--- src/rtl/if_id_stage_if.sv ---
// Bundle of the IF/ID stage's control, fetch bus and pipeline-register signals.
// The master modport is the stage itself; the slave modport is everything around it
// (hazard unit, branch resolution, instruction memory, ID stage).
`timescale 1ns/1ps
interface if_id_stage_if;
    logic        start_i;
    logic        PCWrite_i;
    logic        IF_ID_Write_i;
    logic        Flush_i;
    logic        Branch_i;
    logic [31:0] BranchAddr_i;
    logic [31:0] InstrAddr_o;
    logic [31:0] Instr_i;
    logic [31:0] IF_ID_PC_o;
    logic [31:0] IF_ID_Instr_o;
    logic        IF_ID_Valid_o;
    logic [15:0] StallCnt_o;
    logic [15:0] FlushCnt_o;

    modport master (
        input  start_i, PCWrite_i, IF_ID_Write_i, Flush_i, Branch_i, BranchAddr_i, Instr_i,
        output InstrAddr_o, IF_ID_PC_o, IF_ID_Instr_o, IF_ID_Valid_o, StallCnt_o, FlushCnt_o
    );

    modport slave (
        output start_i, PCWrite_i, IF_ID_Write_i, Flush_i, Branch_i, BranchAddr_i, Instr_i,
        input  InstrAddr_o, IF_ID_PC_o, IF_ID_Instr_o, IF_ID_Valid_o, StallCnt_o, FlushCnt_o
    );
endinterface

--- src/rtl/if_id_stage.sv ---
// Instruction-fetch stage with the IF/ID pipeline register.
// Holds the PC, presents it to instruction memory, latches the fetched word into
// IF/ID, and keeps saturating counts of stall and flush cycles.
`timescale 1ns/1ps
module if_id_stage #(
    parameter logic [31:0] RESET_PC     = 32'h0000_0000,
    parameter logic [31:0] BUBBLE_INSTR = 32'h0000_0013
) (
    input  logic           clk_i,
    input  logic           rst_i,
    if_id_stage_if.master  bus
);

    logic [31:0] pc_q,       pc_d;
    logic [31:0] id_pc_q,    id_pc_d;
    logic [31:0] id_instr_q, id_instr_d;
    logic        id_valid_q, id_valid_d;
    logic [15:0] stall_cnt_q, stall_cnt_d;
    logic [15:0] flush_cnt_q, flush_cnt_d;

    logic pc_advance;
    logic stall_event;
    logic flush_event;

    // Event decode: a branch redirect is never swallowed by a load-use stall.
    always_comb begin
        pc_advance  = bus.start_i && (bus.PCWrite_i || bus.Branch_i);
        stall_event = bus.start_i && !bus.PCWrite_i && !bus.Branch_i;
        flush_event = bus.start_i && bus.Flush_i;
    end

    // Next PC: word-aligned branch target, otherwise sequential (wraps mod 2^32).
    always_comb begin
        pc_d = pc_q;
        if (pc_advance) begin
            if (bus.Branch_i) begin
                pc_d = bus.BranchAddr_i & 32'hFFFF_FFFC;
            end else begin
                pc_d = pc_q + 32'd4;
            end
        end
    end

    // IF/ID register: bubble when idle or flushed, hold on hazard, else capture fetch.
    always_comb begin
        id_pc_d    = id_pc_q;
        id_instr_d = id_instr_q;
        id_valid_d = id_valid_q;
        if (!bus.start_i || bus.Flush_i) begin
            id_pc_d    = pc_q;
            id_instr_d = BUBBLE_INSTR;
            id_valid_d = 1'b0;
        end else if (bus.IF_ID_Write_i) begin
            id_pc_d    = pc_q;
            id_instr_d = bus.Instr_i;
            id_valid_d = 1'b1;
        end
    end

    // Saturating event counters; they stop at all-ones rather than wrapping.
    always_comb begin
        stall_cnt_d = stall_cnt_q;
        flush_cnt_d = flush_cnt_q;
        if (stall_event && (stall_cnt_q != '1)) begin
            stall_cnt_d = stall_cnt_q + 16'd1;
        end
        if (flush_event && (flush_cnt_q != '1)) begin
            flush_cnt_d = flush_cnt_q + 16'd1;
        end
    end

    // State registers with asynchronous active-low reset.
    always_ff @(posedge clk_i or negedge rst_i) begin
        if (!rst_i) begin
            pc_q        <= RESET_PC;
            id_pc_q     <= '0;
            id_instr_q  <= BUBBLE_INSTR;
            id_valid_q  <= 1'b0;
            stall_cnt_q <= '0;
            flush_cnt_q <= '0;
        end else begin
            pc_q        <= pc_d;
            id_pc_q     <= id_pc_d;
            id_instr_q  <= id_instr_d;
            id_valid_q  <= id_valid_d;
            stall_cnt_q <= stall_cnt_d;
            flush_cnt_q <= flush_cnt_d;
        end
    end

    assign bus.InstrAddr_o   = pc_q;
    assign bus.IF_ID_PC_o    = id_pc_q;
    assign bus.IF_ID_Instr_o = id_instr_q;
    assign bus.IF_ID_Valid_o = id_valid_q;
    assign bus.StallCnt_o    = stall_cnt_q;
    assign bus.FlushCnt_o    = flush_cnt_q;

endmodule

--- src/flat_wrapper.sv ---
// flat-port wrapper written by rule: the top's interface ports become plain ports
module if_id_stage_flat 
#(
    parameter logic [31:0] RESET_PC     = 32'h0000_0000,
    parameter logic [31:0] BUBBLE_INSTR = 32'h0000_0013
)
  (clk_i, rst_i, bus_start_i, bus_PCWrite_i, bus_IF_ID_Write_i, bus_Flush_i, bus_Branch_i, bus_BranchAddr_i, bus_Instr_i, bus_InstrAddr_o, bus_IF_ID_PC_o, bus_IF_ID_Instr_o, bus_IF_ID_Valid_o, bus_StallCnt_o, bus_FlushCnt_o);
  if_id_stage_if bus_i ();
  input  logic clk_i;
  input  logic rst_i;
  input wire logic [$bits(bus_i.start_i)-1:0] bus_start_i;
  input wire logic [$bits(bus_i.PCWrite_i)-1:0] bus_PCWrite_i;
  input wire logic [$bits(bus_i.IF_ID_Write_i)-1:0] bus_IF_ID_Write_i;
  input wire logic [$bits(bus_i.Flush_i)-1:0] bus_Flush_i;
  input wire logic [$bits(bus_i.Branch_i)-1:0] bus_Branch_i;
  input wire logic [$bits(bus_i.BranchAddr_i)-1:0] bus_BranchAddr_i;
  input wire logic [$bits(bus_i.Instr_i)-1:0] bus_Instr_i;
  output wire logic [$bits(bus_i.InstrAddr_o)-1:0] bus_InstrAddr_o;
  output wire logic [$bits(bus_i.IF_ID_PC_o)-1:0] bus_IF_ID_PC_o;
  output wire logic [$bits(bus_i.IF_ID_Instr_o)-1:0] bus_IF_ID_Instr_o;
  output wire logic [$bits(bus_i.IF_ID_Valid_o)-1:0] bus_IF_ID_Valid_o;
  output wire logic [$bits(bus_i.StallCnt_o)-1:0] bus_StallCnt_o;
  output wire logic [$bits(bus_i.FlushCnt_o)-1:0] bus_FlushCnt_o;
  assign bus_i.start_i = bus_start_i;
  assign bus_i.PCWrite_i = bus_PCWrite_i;
  assign bus_i.IF_ID_Write_i = bus_IF_ID_Write_i;
  assign bus_i.Flush_i = bus_Flush_i;
  assign bus_i.Branch_i = bus_Branch_i;
  assign bus_i.BranchAddr_i = bus_BranchAddr_i;
  assign bus_i.Instr_i = bus_Instr_i;
  assign bus_InstrAddr_o = bus_i.InstrAddr_o;
  assign bus_IF_ID_PC_o = bus_i.IF_ID_PC_o;
  assign bus_IF_ID_Instr_o = bus_i.IF_ID_Instr_o;
  assign bus_IF_ID_Valid_o = bus_i.IF_ID_Valid_o;
  assign bus_StallCnt_o = bus_i.StallCnt_o;
  assign bus_FlushCnt_o = bus_i.FlushCnt_o;
  if_id_stage #(.RESET_PC(RESET_PC), .BUBBLE_INSTR(BUBBLE_INSTR)) u_core (.clk_i(clk_i), .rst_i(rst_i), .bus(bus_i));
endmodule
--- config.mk ---
export PLATFORM = sky130hd
export DESIGN_NAME = if_id_stage_flat
export DESIGN_NICKNAME = d
export VERILOG_FILES = /design/src/rtl/if_id_stage_if.sv /design/src/rtl/if_id_stage.sv /design/src/flat_wrapper.sv
export SDC_FILE = /design/constraint.sdc
export NUM_CORES = 1
export LEC_CHECK = 0
export ABC_AREA = 1
export CAP_MARGIN = 20
export CORE_UTILIZATION = 35
export CTS_CLUSTER_SIZE = 14
export DETAILED_ROUTE_END_ITERATION = 10
export PLACE_DENSITY = 0.74
export SETUP_SLACK_MARGIN = 0.5
export SLEW_MARGIN = 40
export SYNTH_ARGS = -nofsm -noshare
export SYNTH_HDL_FRONTEND = slang
export SYNTH_SLANG_ARGS = --single-unit
--- constraint.sdc ---
create_clock -name clk_i -period 2.1 [get_ports clk_i]
set_clock_uncertainty 0.15 [all_clocks]
set_input_delay 0.42 -clock clk_i [delete_from_list [all_inputs] [get_ports clk_i]]
set_output_delay 0.42 -clock clk_i [all_outputs]
set_load 0.02 [all_outputs]
==> results.sh, run 1 <==
export IMPL_drive_gt1_frac=0.3752
export IMPL_drt_wirelength_per_cell_microns=15.51
export IMPL_overflow=0
export IMPL_first_pass_iters=8
export IMPL_avgViaCountPerCell=4.918
export IMPL_worstHoldPathCells=4
export IMPL_ys_warn_count=0
export IMPL_rows=49
export IMPL_routed_wirelength_mm=21.48
export IMPL_vdd_ir_drop_worst_uv=592.3
export IMPL_final_cell_mix="221 x nand2_1, 99 x buf_4, 92 x dfrtp_1, 78 x inv_1, 74 x buf_2"
export IMPL_dp_cells=1259
export IMPL_rsz0062_at_grt="yes"
export IMPL_power_density_mw_per_mm2=884.5
export IMPL_clk_pin_slew_ps=60
export IMPL_die_w_microns=138.2
export IMPL_grt_pass1_wl_mm=32.69
export IMPL_ys_seq_area_frac=0.4826
export IMPL_drv_slew=0
export IMPL_finalNetCount=1215
export IMPL_path_buf_inv=0
export IMPL_cp_required_ps=2260
export IMPL_violations="DRC"
export IMPL_finalSetupViolCount=0
export IMPL_clockBufferDepth=2
export IMPL_period_minus_slack_ps=1752
export IMPL_critical_path_class="reg2reg"
export IMPL_hold_violations=0
export IMPL_holdWs_ps=224.2
export IMPL_synthToLayoutAreaGrowth_pct=61.73
export IMPL_holdCritStartpoint="bus_Flush_i"
export IMPL_dp_hpwl_mm=14.17
export IMPL_dieArea_sq_mm=0.01909
export IMPL_max_freq_mhz=570.7
export IMPL_r2r_slack_ps=350
export IMPL_drc=76
export IMPL_netlist_area_sq_mm=0.006490
export IMPL_drtIter0Drc=389
export IMPL_ant_nets=0
export IMPL_ys_ff_latch=125
export IMPL_vias=6812
export IMPL_pre_cts_ws_ps=15.52
export IMPL_status="finished, violations left"
export IMPL_grt_pass1_vias=6269
export IMPL_syn_area_per_cell_sq_um=7.772
export IMPL_tns_ps=0
export IMPL_ios=200
export IMPL_stdcell_area_sq_mm=0.01050
export IMPL_fin_total_pwr_mw=9.284
export IMPL_final_common_cell="nand2_1"
export IMPL_min_path_type="in2reg"
export IMPL_crit_fanout=7
export IMPL_clkSinkCount=125
export IMPL_syn_inst=835
export IMPL_clk_latency_ps=420
export IMPL_p_leak_nw=5.093
export IMPL_worst_r2r_cell_count=9
export IMPL_io_buffer_count=193
export IMPL_crit_chain="nand2_1, nor2_1, nand2_1, nor2_4, nand2_1, nand2_1, nand3_1, nand2_1, nand2_1"
export IMPL_r2r_start="u_core.bus.InstrAddr_o[11]$_DFFE_PN0N_"
export IMPL_cts_buffers=17
export IMPL_cp_slowest_stage_delay_ps=420
export IMPL_cts_root_buffer="clkbuf_16"
export IMPL_start_kind="flop"
export IMPL_place_gp_congestion=0.9341
export IMPL_fin_ws_ps=347.8
export IMPL_cts_max_level=4
export IMPL_gr_usage_all_layers=0.2141
export IMPL_antenna_found_initial=0
export IMPL_start_util=0.3588
export IMPL_cts_tree="built"
export IMPL_post_route_util=0.5804
export IMPL_core_area_sq_mm=0.01809
export IMPL_cp_arrival_ps=1910
export IMPL_cpMostUsedCell="nand2_1"
export IMPL_rr_endpoint="u_core.bus.InstrAddr_o[30]$_DFFE_PN0N_"
export IMPL_layoutNonFillerInstCount=1385
export IMPL_holdPathEnd="u_core.bus.IF_ID_Valid_o$_DFFE_PN0P_"
export IMPL_postPlaceCellArea_sq_mm=0.008971
export IMPL_maxCapViolCount=0
export IMPL_die_height_microns=138.2
export IMPL_endpoint_kind="flop"
export IMPL_final_period_utilization=0.8344
export IMPL_critPathSlowestCell="dfrtp_2"
export IMPL_cpLargestDelayFamily="simple AND/OR/NAND/NOR gates"
export IMPL_grt_max_degree=39
export IMPL_synth_cell_types=38
## worst max path at each step
stage | endpoint | slack (ps) | cells past startpoint | startpoint
2_1_floorplan | u_core.bus.StallCnt_o[13]$_DFFE_PN0P_ | 480 | 9 | u_core.bus.StallCnt_o[0]$_DFFE_PN0P_
3_3_place_gp | u_core.bus.StallCnt_o[1]$_DFFE_PN0P_ | 30 | 8 | bus_Branch_i
3_5_place_dp | u_core.bus.StallCnt_o[1]$_DFFE_PN0P_ | 20 | 8 | bus_Branch_i
4_1_cts | bus_FlushCnt_o[2] | 360 | 1 | u_core.bus.FlushCnt_o[2]$_DFFE_PN0P_
5_1_grt | u_core.bus.InstrAddr_o[22]$_DFFE_PN0N_ | 210 | 9 | u_core.bus.InstrAddr_o[10]$_DFFE_PN0N_
6_report | u_core.bus.InstrAddr_o[30]$_DFFE_PN0N_ | 350 | 9 | u_core.bus.InstrAddr_o[11]$_DFFE_PN0N_
## report_power, final
part           switching, mW  internal, mW  leakage [nW]  total (mW)
clock network           1.15          1.87         0.284        3.02
registers              0.378          2.79          1.53        3.17
logic                   1.69          1.41          3.27        3.10
total                   3.22          6.07          5.09        9.28
## worst reg2reg max path, cell delays in order, from the launching register on
cell and delay [ps]:
dfrtp_2 420, nand2_1 130, nor2_1 270, nand2_1 160
nor2_4 220, nand2_1 80, nand2_1 70, nand3_1 60
nand2_1 60, nand2_1 50
## synth_stat cells, drive strengths merged
cell type | n | area share
nand2 | 267 | 0.16
dfrtp | 122 | 0.47
nor2 | 101 | 0.063
inv | 84 | 0.049
o21ai | 79 | 0.065
nand3 | 47 | 0.038
a22o | 29 | 0.039
buf | 23 | 0.025
nor3 | 17 | 0.015
xor2 | 15 | 0.020
clkbuf | 11 | 0.0064
a21oi | 7 | 0.0054
nand4 | 6 | 0.0058
nand3b | 5 | 0.0064
xnor2 | 5 | 0.0067
dfstp | 3 | 0.012
ha | 3 | 0.0058
o22a | 3 | 0.0040
o22ai | 2 | 0.0019
a22oi | 1 | 0.0012
a31oi | 1 | 0.00096
and2 | 1 | 0.00096
conb | 1 | 0.00058
o31ai | 1 | 0.0012
o32ai | 1 | 0.0013
## registers in the layout, summed over array words and instances (netlist names)
register,flops
u_core.bus.FlushCnt_o,16
u_core.bus.IF_ID_PC_o,30
u_core.bus.IF_ID_Instr_o,32
u_core.bus.StallCnt_o,16
u_core.bus.InstrAddr_o,30
u_core.bus.IF_ID_Valid_o,1
## per-layer routing
| metal | track usage | part of all wire | up-vias | wire (microns) |
|---|---|---|---|---|
| li1 | - | - | 3302 | - |
| met1 | 0.2943 | 0.43 | 3232 | 9325 |
| met2 | 0.3445 | 0.48 | 252 | 10290 |
| met3 | 0.04711 | 0.070 | 26 | 1509 |
| met4 | 0.04908 | 0.017 | 0 | 357 |
| met5 | 0 | 0 | - | 0 |
## cell type report
cell class / count / area [sq um]
Fill cell: 1589 / 7590
Multi-Input combinational cell: 595 / 3324
Sequential cell: 125 / 3169
Timing Repair Buffer: 318 / 2779
Clock buffer: 19 / 432.9
Inverter: 84 / 332.8
Tap cell: 229 / 286.5
Clock inverter: 13 / 166.4
Antenna cell: 2 / 5.005
## cell families (layout without fill, tap and decap cells)
family,Yosys count,after routing,synth area share
other,1,6,0.0005778
AO/OA/AOI/OAI,124,124,0.1201
adder cells (fa/ha/maj),3,3,0.005784
AND/OR/NAND/NOR,444,444,0.2834
flip-flops,125,125,0.4826
buffers and inverters,118,434,0.08059
XOR/XNOR,20,20,0.02699
## timing repair
item,4_1_cts,5_1_grt
hold buffers,1,0
pin swaps,11,49
setup endpoints to repair,202,165
resized for setup,603,184
cloned,1,1
hold endpoints to repair,29,0
buffers inserted,48,41
Note: power is estimated with default switching activity, not from simulation.
==> run 2, diff against run 1 <==
Settings changed: PLACE_DENSITY 0.74 to 0.76.
Clock period 2.1 ns to 1.6 ns, I/O delays scaled along.
==> results.sh, run 2 (synthesis gave the netlist of run 1 again) <==
export IMPL_status="finished, violations left"
export IMPL_violations="DRC, setup timing"
export IMPL_p_seq_frac=0.307
export IMPL_vias=7643
export IMPL_maxCapViolCount=0
export IMPL_synthToLayoutAreaGrowth_pct=96.84
export IMPL_drc=36
export IMPL_start_kind="flop"
export IMPL_min_path_type="in2async"
export IMPL_finalSetupViolCount=39
export IMPL_grtUsageMet3=0.05230
export IMPL_start_util=0.3588
export IMPL_p_sw_mw=4.862
export IMPL_endpoint_kind="flop"
export IMPL_p_leak_nw=6.109
export IMPL_power_density_mw_per_mm2=1098
export IMPL_combPwrFrac=0.377
export IMPL_io_buffer_count=193
export IMPL_drv_slew=0
export IMPL_multi_input_area_sq_mm=0.003780
export IMPL_drtIter0Drc=539
export IMPL_finalNetCount=1332
export IMPL_rows=49
export IMPL_dp_cells=1316
export IMPL_cts_buffers=17
export IMPL_clk_latency_ps=430
export IMPL_final_common_cell="nand2_1"
export IMPL_period_minus_slack_ps=1756
export IMPL_pwr_share_clk=0.316
export IMPL_final_cell_mix="185 x nand2_1, 177 x buf_6, 159 x buf_4, 82 x dfrtp_1, 70 x inv_1"
export IMPL_die_height_microns=138.2
export IMPL_fin_ws_ps=-156.1
export IMPL_drt_wirelength_per_cell_microns=17.96
export IMPL_largest_reg_flops=32
export IMPL_antenna_found_initial=0
export IMPL_r2r_start="u_core.bus.InstrAddr_o[3]$_DFFE_PN0N_"
export IMPL_seq_area_sq_mm=0.003182
export IMPL_pre_cts_ws_ps=-545.2
export IMPL_place_gp_congestion=0.8897
export IMPL_grt_pass1_wl_mm=38.50
export IMPL_netSwitchingFraction=0.3465
export IMPL_tns_ps=-2099
export IMPL_critical_path_class="reg2reg"
export IMPL_hold_violations=0
export IMPL_grt_pass1_vias=7346
export IMPL_ant_nets=0
export IMPL_n_antenna_cell=0
export IMPL_cp_required_ps=1760
export IMPL_dieArea_sq_mm=0.01909
export IMPL_final_period_utilization=1.098
export IMPL_cts_max_level=4
export IMPL_fin_total_pwr_mw=14.03
export IMPL_cts_tree="built"
export IMPL_fillCellCount=1224
export IMPL_rsz0062_at_grt="yes"
export IMPL_gr_usage_all_layers=0.2570
export IMPL_first_pass_iters=9
export IMPL_routed_wirelength_mm=26.94
export IMPL_grt_max_degree=40
export IMPL_core_area_sq_mm=0.01809
export IMPL_dp_hpwl_mm=15.27
export IMPL_crit_fanout=5
export IMPL_holdWs_ps=169.3
export IMPL_rr_endpoint="u_core.bus.InstrAddr_o[8]$_DFFE_PN0N_"
export IMPL_grtUsageMet1=0.3206
export IMPL_gr_max_usage_layer="met2"
export IMPL_die_w_microns=138.2
export IMPL_avgViaCountPerCell=5.095
export IMPL_vdd_ir_drop_worst_uv=714.5
export IMPL_cts_root_buffer="clkbuf_16"
export IMPL_overflow=0
export IMPL_ios=200
export IMPL_layoutNonFillerInstCount=1500
export IMPL_grtUsageMet2=0.4318
export IMPL_clk_pin_slew_ps=70
export IMPL_cp_arrival_ps=1920
export IMPL_r2r_slack_ps=-160
export IMPL_clockBufferDepth=2
export IMPL_worst_r2r_cell_count=11
export IMPL_clkSinkCount=125
export IMPL_internal_power_mw=9.171
export IMPL_max_freq_mhz=569.5
export IMPL_drive_gt1_frac=0.5177
==> run 2: worst max-delay path by stage <==
stage                                           from                                      to  slack [ps]  cells after the start
6_report       u_core.bus.InstrAddr_o[3]$_DFFE_PN0N_   u_core.bus.InstrAddr_o[8]$_DFFE_PN0N_        -160                     11
5_1_grt        u_core.bus.InstrAddr_o[3]$_DFFE_PN0N_   u_core.bus.InstrAddr_o[8]$_DFFE_PN0N_        -230                     11
4_1_cts        u_core.bus.InstrAddr_o[2]$_DFFE_PN0N_  u_core.bus.InstrAddr_o[22]$_DFFE_PN0N_         -50                     10
3_5_place_dp                            bus_Branch_i   u_core.bus.StallCnt_o[11]$_DFFE_PN0P_        -550                      8
3_3_place_gp                            bus_Branch_i    u_core.bus.StallCnt_o[4]$_DFFE_PN0P_        -540                      8
2_1_floorplan   u_core.bus.StallCnt_o[0]$_DFFE_PN0P_    u_core.bus.StallCnt_o[7]$_DFFE_PN0P_         -20                      9
==> run 2: critical path: stages, from the launching register on <==
cell and delay (ps):
dfrtp_2 390, ha_4 160, nand2_4 50, nor2_4 180
buf_4 150, inv_2 40, nor2_4 120, inv_2 50
o21ai_1 120, nand2_1 70, o21ai_1 80, inv_1 70
==> run 2: final cells by class <==
cell class | count | area share
Clock inverter | 15 | 0.01832
Sequential cell | 125 | 0.2491
Timing Repair inverter | 1 | 0.0003918
Multi-Input combinational cell | 595 | 0.2959
Timing Repair Buffer | 434 | 0.3530
Clock buffer | 17 | 0.03330
Inverter | 84 | 0.02762
Tap cell | 229 | 0.02243
==> run 2: per-layer routing <==
layer / up-vias / share of wire
li1: 3528 / -
met1: 3700 / 0.40
met2: 343 / 0.50
met3: 72 / 0.060
met4: 0 / 0.036
met5: - / 0
==> run 2: what timing repair did <==
item | CTS | global route
pin swaps | 44 | 50
cloned | 10 | 4
hold buffers | 1 | 0
hold endpoints to repair | 122 | 0
setup endpoints to repair | 249 | 252
setup buffers | 86 | 51
gates resized for setup | 916 | 157
==> run 2: stage by stage <==
stage,util,instance area [sq um]
6_report,0.7063,12770
5_1_grt,0.7063,12770
4_1_cts,0.6527,11810
3_5_place_dp,0.5307,9598
3_3_place_gp,0.5307,9598
2_1_floorplan,-,6873
==> run 2: power groups by stage <==
stage	combinational (mW)	sequential [mW]	clock, mW
after floorplan	1.21	4.75	0
after CTS	4.54	4.26	4.42
after detailed placement	3.68	4.25	0
after global placement	3.60	4.23	0
final	5.28	4.31	4.44
after global routing	5.58	4.36	4.61
==> run 3, diff against run 2 <==
Settings changed: CTS_CLUSTER_SIZE 14 to 30.
==> results of run 3 <==
Same layout as run 2: the final DEF is identical, and so are final timing and power.
